`src/rtl/uart_pkg.sv`:
```
`default_nettype none
// ============================================================================
//  Module   : uart_pkg
//  Brief    : Shared UART types and constants (receive and transmit sides).
//  Revision : 1.0 - initial release
// ============================================================================
package uart_pkg;

    // Deframer states; PARITY is only reached when parity support is built in
    typedef enum logic [2:0] {
        IDLE   = 3'd0,
        START  = 3'd1,
        DATA   = 3'd2,
        PARITY = 3'd3,
        STOP   = 3'd4,
        BREAK  = 3'd5
    } rx_state_t;

    localparam logic [15:0] WTIME_DEFAULT = 16'h0364;
    localparam int          DATA_BITS     = 8;

endpackage
`default_nettype wire

```
`src/rtl/sync_fifo.sv`:
```
`default_nettype none
// ============================================================================
//  Module   : sync_fifo
//  Brief    : Single-clock FIFO with registered head; a push into a full FIFO
//             is accepted only when a pop happens in the same cycle, otherwise
//             it is dropped and flagged on o_overrun.
//  Revision : 1.0 - initial release
// ============================================================================
module sync_fifo #(
    parameter int WIDTH = 8,
    parameter int DEPTH = 4
) (
    input  logic             clk,
    input  logic             nrst,
    input  logic             i_push,
    input  logic [WIDTH-1:0] i_push_data,
    input  logic             i_pop,
    output logic [WIDTH-1:0] o_pop_data,
    output logic             o_valid,
    output logic             o_overrun
);

    localparam int c_aw = $clog2(DEPTH);
    localparam int c_cw = c_aw + 1;

    logic [WIDTH-1:0] r_mem [DEPTH];
    logic [c_aw-1:0]  r_wr_ptr;
    logic [c_aw-1:0]  r_rd_ptr;
    logic [c_cw-1:0]  r_count;

    logic w_full;
    logic w_empty;
    logic w_pop;
    logic w_push;

    assign w_empty    = (r_count == '0);
    assign w_full     = (r_count == c_cw'(DEPTH));
    assign w_pop      = i_pop & ~w_empty;
    assign w_push     = i_push & (~w_full | w_pop);
    assign o_overrun  = i_push & w_full & ~w_pop;
    assign o_valid    = ~w_empty;
    // Head is forced to zero while empty so a reset FIFO presents 0
    assign o_pop_data = w_empty ? '0 : r_mem[r_rd_ptr];

    // Storage array; contents need no reset because the count gates visibility
    always_ff @(posedge clk) begin
        if (w_push) begin
            r_mem[r_wr_ptr] <= i_push_data;
        end
    end

    // Pointers wrap naturally (power-of-two depth); count tracks occupancy
    always_ff @(posedge clk or negedge nrst) begin
        if (!nrst) begin
            r_wr_ptr <= '0;
            r_rd_ptr <= '0;
            r_count  <= '0;
        end else begin
            if (w_push) begin
                r_wr_ptr <= r_wr_ptr + c_aw'(1);
            end
            if (w_pop) begin
                r_rd_ptr <= r_rd_ptr + c_aw'(1);
            end
            case ({w_push, w_pop})
                2'b10:   r_count <= r_count + c_cw'(1);
                2'b01:   r_count <= r_count - c_cw'(1);
                default: r_count <= r_count;
            endcase
        end
    end

endmodule
`default_nettype wire

```
`src/rtl/uart_rx_frame.sv`:
```
`default_nettype none
// ============================================================================
//  Module   : uart_rx_frame
//  Brief    : UART receiver (8 data bits, LSB first, 1 stop bit, idle high)
//             feeding a valid/ready stream through a small output FIFO.
//             Build option UART_RX_PARITY_EN adds an even-parity bit between
//             the data and the stop bit; mismatches drop the byte and pulse
//             o_frame_err.
//  Revision : 1.0 - initial release
// ============================================================================
module uart_rx_frame
    import uart_pkg::*;
#(
    parameter logic [15:0] WTIME      = WTIME_DEFAULT,
    parameter int          FIFO_DEPTH = 4
) (
    input  logic       clk,
    input  logic       nrst,
    input  logic       uart_txd_in,
    output logic [7:0] o_data,
    output logic       o_valid,
    input  logic       o_ready,
    output logic       o_frame_err,
    output logic       o_overrun
);

    // Half-bit sample point for the start bit, full-bit for everything after
    localparam logic [15:0] c_half_last = (WTIME >> 1) - 16'd1;
    localparam logic [15:0] c_full_last = WTIME - 16'd1;
    localparam logic [2:0]  c_idx_last  = 3'(DATA_BITS - 1);

    logic                 r_sync1;
    logic                 r_sync2;
    rx_state_t            r_state;
    rx_state_t            w_state_nxt;
    logic [15:0]          r_cnt;
    logic [2:0]           r_idx;
    logic [DATA_BITS-1:0] r_shift;

    logic w_rx;
    logic w_cnt_clr;
    logic w_shift_en;
    logic w_par_chk;
    logic w_par_err;
    logic w_push;
    logic w_ferr;
    logic w_bit_done;

    assign w_rx       = r_sync2;
    assign w_bit_done = (r_cnt == c_full_last);

    // Two-flop synchronizer; resets to the idle (high) line level
    always_ff @(posedge clk or negedge nrst) begin
        if (!nrst) begin
            r_sync1 <= 1'b1;
            r_sync2 <= 1'b1;
        end else begin
            r_sync1 <= uart_txd_in;
            r_sync2 <= r_sync1;
        end
    end

    // State register with bit-time counter, bit index and data shifter
    always_ff @(posedge clk or negedge nrst) begin
        if (!nrst) begin
            r_state <= IDLE;
            r_cnt   <= '0;
            r_idx   <= '0;
            r_shift <= '0;
        end else begin
            r_state <= w_state_nxt;
            r_cnt   <= w_cnt_clr ? 16'd0 : r_cnt + 16'd1;
            if (r_state != DATA) begin
                r_idx <= '0;
            end else if (w_shift_en) begin
                r_idx <= r_idx + 3'd1;
            end
            // LSB arrives first, so shifting in from the top lands it at bit 0
            if (w_shift_en) begin
                r_shift <= {w_rx, r_shift[DATA_BITS-1:1]};
            end
        end
    end

`ifdef UART_RX_PARITY_EN
    logic r_par_err;

    // Even parity: data ones plus parity bit must be even
    always_ff @(posedge clk or negedge nrst) begin
        if (!nrst) begin
            r_par_err <= 1'b0;
        end else if (r_state == IDLE) begin
            r_par_err <= 1'b0;
        end else if (w_par_chk) begin
            r_par_err <= (^r_shift) ^ w_rx;
        end
    end

    assign w_par_err = r_par_err;
`else
    assign w_par_err = 1'b0;
`endif

    // Next-state and per-cycle strobes of the deframer
    always_comb begin
        w_state_nxt = r_state;
        w_cnt_clr   = 1'b0;
        w_shift_en  = 1'b0;
        w_par_chk   = 1'b0;
        w_push      = 1'b0;
        w_ferr      = 1'b0;
        case (r_state)
            IDLE: begin
                w_cnt_clr = 1'b1;
                if (!w_rx) begin
                    w_state_nxt = START;
                end
            end
            START: begin
                // A start bit that is high again at mid-bit was a glitch
                if (r_cnt == c_half_last) begin
                    w_cnt_clr   = 1'b1;
                    w_state_nxt = w_rx ? IDLE : DATA;
                end
            end
            DATA: begin
                if (w_bit_done) begin
                    w_cnt_clr  = 1'b1;
                    w_shift_en = 1'b1;
                    if (r_idx == c_idx_last) begin
`ifdef UART_RX_PARITY_EN
                        w_state_nxt = PARITY;
`else
                        w_state_nxt = STOP;
`endif
                    end
                end
            end
`ifdef UART_RX_PARITY_EN
            PARITY: begin
                if (w_bit_done) begin
                    w_cnt_clr   = 1'b1;
                    w_par_chk   = 1'b1;
                    w_state_nxt = STOP;
                end
            end
`endif
            STOP: begin
                // Returning to IDLE mid-stop-bit re-arms for a back-to-back frame
                if (w_bit_done) begin
                    w_cnt_clr = 1'b1;
                    if (!w_rx) begin
                        w_ferr      = 1'b1;
                        w_state_nxt = BREAK;
                    end else if (w_par_err) begin
                        w_ferr      = 1'b1;
                        w_state_nxt = IDLE;
                    end else begin
                        w_push      = 1'b1;
                        w_state_nxt = IDLE;
                    end
                end
            end
            BREAK: begin
                // Hold off new starts until the line has gone back high
                w_cnt_clr = 1'b1;
                if (w_rx) begin
                    w_state_nxt = IDLE;
                end
            end
            default: begin
                w_cnt_clr   = 1'b1;
                w_state_nxt = IDLE;
            end
        endcase
    end

    assign o_frame_err = w_ferr;

    sync_fifo #(
        .WIDTH (DATA_BITS),
        .DEPTH (FIFO_DEPTH)
    ) u_fifo (
        .clk         (clk),
        .nrst        (nrst),
        .i_push      (w_push),
        .i_push_data (r_shift),
        .i_pop       (o_ready),
        .o_pop_data  (o_data),
        .o_valid     (o_valid),
        .o_overrun   (o_overrun)
    );

endmodule
`default_nettype wire
```
`config.mk`:
```
export PLATFORM = sky130hd
export DESIGN_NAME = uart_rx_frame
export DESIGN_NICKNAME = d
export VERILOG_FILES = /design/src/rtl/uart_pkg.sv /design/src/rtl/sync_fifo.sv /design/src/rtl/uart_rx_frame.sv
export SDC_FILE = /design/constraint.sdc
export NUM_CORES = 1
export LEC_CHECK = 0
export CAP_MARGIN = 40
export CORE_MARGIN = 2
export CORE_UTILIZATION = 50
export CTS_BUF_LIST = sky130_fd_sc_hd__clkbuf_4
export DETAILED_ROUTE_END_ITERATION = 10
export GPL_TIMING_DRIVEN = 0
export PLACE_DENSITY = 0.73
export SETUP_SLACK_MARGIN = 0.4
export SKIP_CTS_REPAIR_TIMING = 1
export SLEW_MARGIN = 15
export SYNTH_ARGS = -nofsm -noshare
export SYNTH_HDL_FRONTEND = slang
export SYNTH_SLANG_ARGS = --single-unit
export TNS_END_PERCENT = 30
```
`constraint.sdc`:
```
create_clock -name clk -period 2.7 [get_ports clk]
set_clock_uncertainty 0.1 [all_clocks]
set_input_delay 0.54 -clock clk [delete_from_list [all_inputs] [get_ports clk]]
set_output_delay 0.54 -clock clk [all_outputs]
set_load 0.01 [all_outputs]
```
After elaboration in Yosys (flattened, before gate mapping)
Memories as Yosys holds them, arrays and structs flattened. Index checks and enable logic that the tools add are counted.

$add $sub $neg: 6. Equal/unequal tests: 17. Mux-type cells: 26. Bitwise logic cells: 8. Reductions and logical operators: 6.

Operators with widths (number): 2-to-1 mux 3 bit (9); adder 16 x 1 -> 16 bit, second input constant (1); equality test 16 x 10 -> 1 bit, second input constant (1); equality test 16 x 9 -> 1 bit, second input constant (1); 2-to-1 mux 16 bit (1); one-hot mux 3 bit (5 select lines) (1); equality test 3 bit, second input constant (4); != test 2 bit, second input constant (6); 2-to-1 mux 1 bit (11); 2-to-1 mux 8 bit (1); adder 3 x 1 -> 3 bit, second input constant (2); zero test 3 bit (2); one-hot mux 3 bit (2 select lines) (1); AND reduction 6 bit (1); adder 2 x 1 -> 2 bit, second input constant (2); AND 1 bit (4); nonzero test 2 bit (2); equality test 3 x 1 -> 1 bit, second input constant (1); equality test 3 x 2 -> 1 bit, second input constant (1); != test 3 x 2 -> 1 bit, second input constant (1); NOT 1 bit (3); subtractor 3 x 1 -> 3 bit, second input constant (1); equality test 2 x 1 -> 1 bit, second input constant (1); equality test 2 bit, second input constant (1); 4 further kinds (4).

Bits in registers: 39. RAM bits: 32. Input port bits: 4. Output and inout port bits: 11. Word-level logic and storage cells: 73. Memories kept: 1.

Memory list: u_fifo.r_mem (depth 4, width 8, rd ports 1, clocked after Yosys merged registers in 0, write ports 1, line sync_fifo.sv:26) `logic [WIDTH-1:0] r_mem [DEPTH];`.

Depth between registers and ports, before layout
Depth after elaboration: 7. Gate-level depth with buffers: 9. Gate-level depth less buffers: 9.

Hierarchy
Synthesis repeated with hierarchy kept, for this count alone.

Cells, all modules: 240. Area total of the unflattened synthesis: 3245.6 um^2.

By module, submodules not included: sync_fifo (times used 1, cells an instance 90, area each 1657.8 um^2, seq. area each 1136.1 um^2); uart_rx_frame (times used 1, cells an instance 150, area each 1587.8 um^2, seq. area each 803.3 um^2).

Worst setup path before layout
Ideal clock, no wire load.

Path kind: register -> register. From: register r_cnt[0]. To: register u_fifo.r_count[1]. Setup time: 0.090 ns. Arrival time: 2.349 ns. Data required time: 2.510 ns. Path slack: 0.161 ns. Cell stages (with the launch flop): 9. Buffers on the path: 0. Clock period less this slack: 2.539 ns. Cell sequence: dfrtp_1 > ha_1 > or3b_1 > nor4_1 > nand2_1 > nand3_1 > fa_1 > o31a_1 > o221ai_1.

Longest elaborated chain between the ends: 6. Elaborated cells on any way between the ends: 8. Those cells by class: 3 x eq/ne; 3 x mux; 1 x bitwise; 1 x reduce/logical.

RTL lines: start, declared (line uart_rx_frame.sv:36) `logic [15:0] r_cnt;`; start signal, assigned (line uart_rx_frame.sv:72) `r_cnt <= w_cnt_clr ? 16'd0 : r_cnt + 16'd1;`; equality test 16 x 10 -> 1 bit * (line uart_rx_frame.sv:50) `assign w_bit_done = (r_cnt == c_full_last);`; 2-to-1 mux 1 bit * (line uart_rx_frame.sv:150) `if (w_bit_done) begin`; 2-to-1 mux 1 bit * (line uart_rx_frame.sv:112) `case (r_state)`; AND 1 bit * (line sync_fifo.sv:39) `assign w_push = i_push & (~w_full | w_pop);`; equality test 2 x 1 -> 1 bit or equality test 2 bit (tied branches) (line sync_fifo.sv:65) `case ({w_push, w_pop})`; one-hot mux 3 bit (2 select lines) or nonzero test 2 bit (tied branches); end signal, assigned (line sync_fifo.sv:66) `2'b10: r_count <= r_count + c_cw'(1);`; end signal, assigned (line sync_fifo.sv:67) `2'b01: r_count <= r_count - c_cw'(1);`; end signal, assigned (line sync_fifo.sv:68) `default: r_count <= r_count;`; end, declared (line sync_fifo.sv:29) `logic [c_cw-1:0] r_count;`.

Mark *: on every way between the ends. The rest lies on a longest branch, timed or not. A chain may end at the register's enable or synchronous reset.

Final worst setup path
From: register r_cnt[2]. To: output port o_frame_err.

Longest elaborated chain between the ends: 3.

RTL lines: equality test 16 x 10 -> 1 bit (line uart_rx_frame.sv:50); 2-to-1 mux 1 bit (line uart_rx_frame.sv:150); 2-to-1 mux 1 bit (line uart_rx_frame.sv:112); end, declared (line uart_rx_frame.sv:23) `output logic o_frame_err,`.

No other way between the ends.

==> flow_summary.toml <==
[synthesis]
synth_top_area_share_pct = 29.7
avgSynthCellArea_sq_um = 12.9
synth.most_common_cell = "dfrtp_1"
synthArstFlopShare_pct = 54.9
synth_edf_count = 32
netlist_instances = 251
yosysWarnings = 0
synth_area_leaders = "edfxtp_1 (30%), dfrtp_1 (29%), mux4_2 (5.6%)"
netlist_area_sq_um = 3230
synth_seq_area_share_pct = 60.0
ys_types = 44
yosys-top-cells-count = "dfrtp_1 (37), edfxtp_1 (32), nor2_1 (29)"
synth_ff_type = "dfrtp_1"
ys_ff_latch = 71
synth_nets = 264
synth.largest_area_cell = "edfxtp_1"

[detailed_routing]
ant_nets = 0
vias = 2067
drt_wl_total_mm = 5.80
drc = 0
drt-vias-per-instance = 5.56
firstDrtPassIters = 4
routedWlPerCell_um = 15.6
dr.first_iter.drc_count = 103

[final_layout]
syn_to_final_growth_pct = 22.2
postLayoutCoreUtil_pct = 62.6
drive_gt1_share_pct = 31.9
regArea_sq_um = 1940
multi_input_area_sq_um = 1330
diodes = 0
fillers = 488
nNetsFinal = 303

[power]
power_density_nw_per_um2 = 654
p_leak_nw = 1.69
peakVddDrop_mv = 0.397
fin_total_pwr_mw = 2.58

[critical_path]
worst_r2r_path_depth = 7
start_kind = "flip-flop"
worstPathRequired_ns = 2.06
crit_fanout = 4
endpoint_kind = "primary output"
worstSetupPathType = "reg -> out"
arrival_ns = 2.28
slowest_stage = "or4_4"
cpMostUsedCell = "or4_4"
crit_chain = "or4_4 -> or4_4 -> buf_8 -> nor3_4 -> buf_2"
max_stage_delay_ns = 0.54

[global_route]
grt_usage_pct = 17.0
grt_antenna_before_repair = 0
grt_max_degree = 29
grt_pass1_wl_mm = 9.42
grt_pass1_vias = 1969
grt_overflow = 0

[timing]
slew_headroom_pct = 48.6
slew_viol_final = 0
hold_viol_final = 0
setup_ws_ns = -0.222
whs_ns = 0.283
rsz0062_at_grt = "true"
period_share_pct = 108
fmax_mhz = 342
finalSetupTns_ns = -0.318
min_period_ns = 2.92
setup-violations-final = 2
tightest_slew_ns = 0.761

[place]
place_congestion = 0.851
dp_hpwl_mm = 3.75
port_buffers = 14

[die]
core_area_sq_um = 6310
chipWidth_um = 84.4
io_pins = 15
start_util_pct = 51.2
die_height_um = 84.4
dieArea_sq_um = 7130
core.rowCount = 29

[cts]
cts_tree = "yes"
ctsRootBufferMaster = "clkbuf_4"
clock_sinks = 71
clockBufferDepth = 2
h-tree-depth = 3
clock_latency_ns = 0.40
cts.clk_slew.worst_paths_ns = 0.11
cts_inserted_buffers = 9

[status]
violations = "setup timing"
outcome = "finished with violations"

[hold_path]
worst_hold_path_type = "reg -> reg"
hold-path-cell-count = 0

[run]
drv_cap = 0
[area by class of cell]
type	instances	area share, %
flip-flops and latches	71	49.1
multi-input cells	161	33.7
repair buffers	28	6.75
clock inverters	7	3.42
well taps	77	2.44
plain buffers	11	2.09
clock buffers	9	1.71
inverters	8	0.760
[state kept, by name (all words and copies together), names as in the netlist]
name,count
r_state,3
r_sync1,1
u_fifo.r_wr_ptr,2
u_fifo.r_rd_ptr,2
r_cnt,16
r_sync2,1
r_idx,3
u_fifo.r_mem,32
u_fifo.r_count,3
r_shift,8
[layer usage]
| layer | wire length [um] | part of all wire (%) | global-route usage [%] | vias to the layer above |
|---|---|---|---|---|
| met5 | 0 | 0 | 0 | - |
| met4 | 78 | 1.3 | 4.76 | 0 |
| met3 | 195 | 3.4 | 5.31 | 9 |
| met2 | 2900 | 50 | 26.3 | 40 |
| met1 | 2620 | 45 | 23.5 | 1036 |
| li1 | - | - | - | 982 |
[logic make-up after synthesis]
logic type | count (synthesis) | synth area share, %
simple gates | 95 | 15.5
flops | 71 | 60.0
compound gates | 21 | 4.64
xor+xnor | 19 | 5.15
buf+inv | 19 | 2.32
mux | 17 | 8.71
fa+ha+maj | 9 | 3.72
[layout by cell type (no fill, tap or decap), drive strengths merged, types with 2 or more instances in the layout]
cell type,count
a21oi,5
and2,12
and3,4
buf,28
bufinv,4
clkbuf,16
clkdlybuf4s50,2
clkinv,2
dfrtp,37
dfstp,2
edfxtp,32
ha,8
inv,8
mux2,9
mux4,8
nand2,15
nand2b,2
nand3,10
nand4,4
nor2,29
nor3,4
nor4b,2
o211ai,2
o21a,2
o21ai,4
o31a,2
or4,5
xnor2,17
xor2,2
[critical path: cells and delay by family (launching register included)]
kind	cells	cell delay, ns
buffers and inverters	2	0.28
AND/OR/NAND/NOR	3	1.16
flip-flops	1	0.43
[report_power, final]
| part | switching, mW | leakage [nW] | internal [mW] |
|---|---|---|---|
| clock network | 0.364 | 0.101 | 0.556 |
| registers | 0.0381 | 0.884 | 1.16 |
| logic | 0.228 | 0.704 | 0.235 |
[through the flow]
stage,cells,area (sq um),worst slack (ns)
floorplan,251,3270,0.251
global placement,342,3510,-0.281
detailed placement,343,3520,-0.335
CTS,359,3720,-0.720
global route,372,3950,-0.296
finish,372,3950,-0.222
[path summary, 6_finish.rpt]
| path | startpoint | slack, ns | end |
|---|---|---|---|
| setup reg to reg | r_cnt[15]$_DFF_PN0_ | 0 | r_cnt[9]$_DFF_PN0_ |
| hold / removal | r_sync1$_DFF_PN1_ | 0.28 | r_sync2$_DFF_PN1_ |
| min in group asynchronous | nrst | 0.46 | u_fifo.r_rd_ptr[0]$_DFFE_PN0P_ |
| max in group asynchronous | nrst | 1.52 | r_sync2$_DFF_PN1_ |
| hold reg to reg | r_sync1$_DFF_PN1_ | 0.28 | r_sync2$_DFF_PN1_ |
| setup / recovery | r_cnt[2]$_DFF_PN0_ | -0.22 | o_frame_err |
No activity file was read; power rests on OpenSTA's default activity.
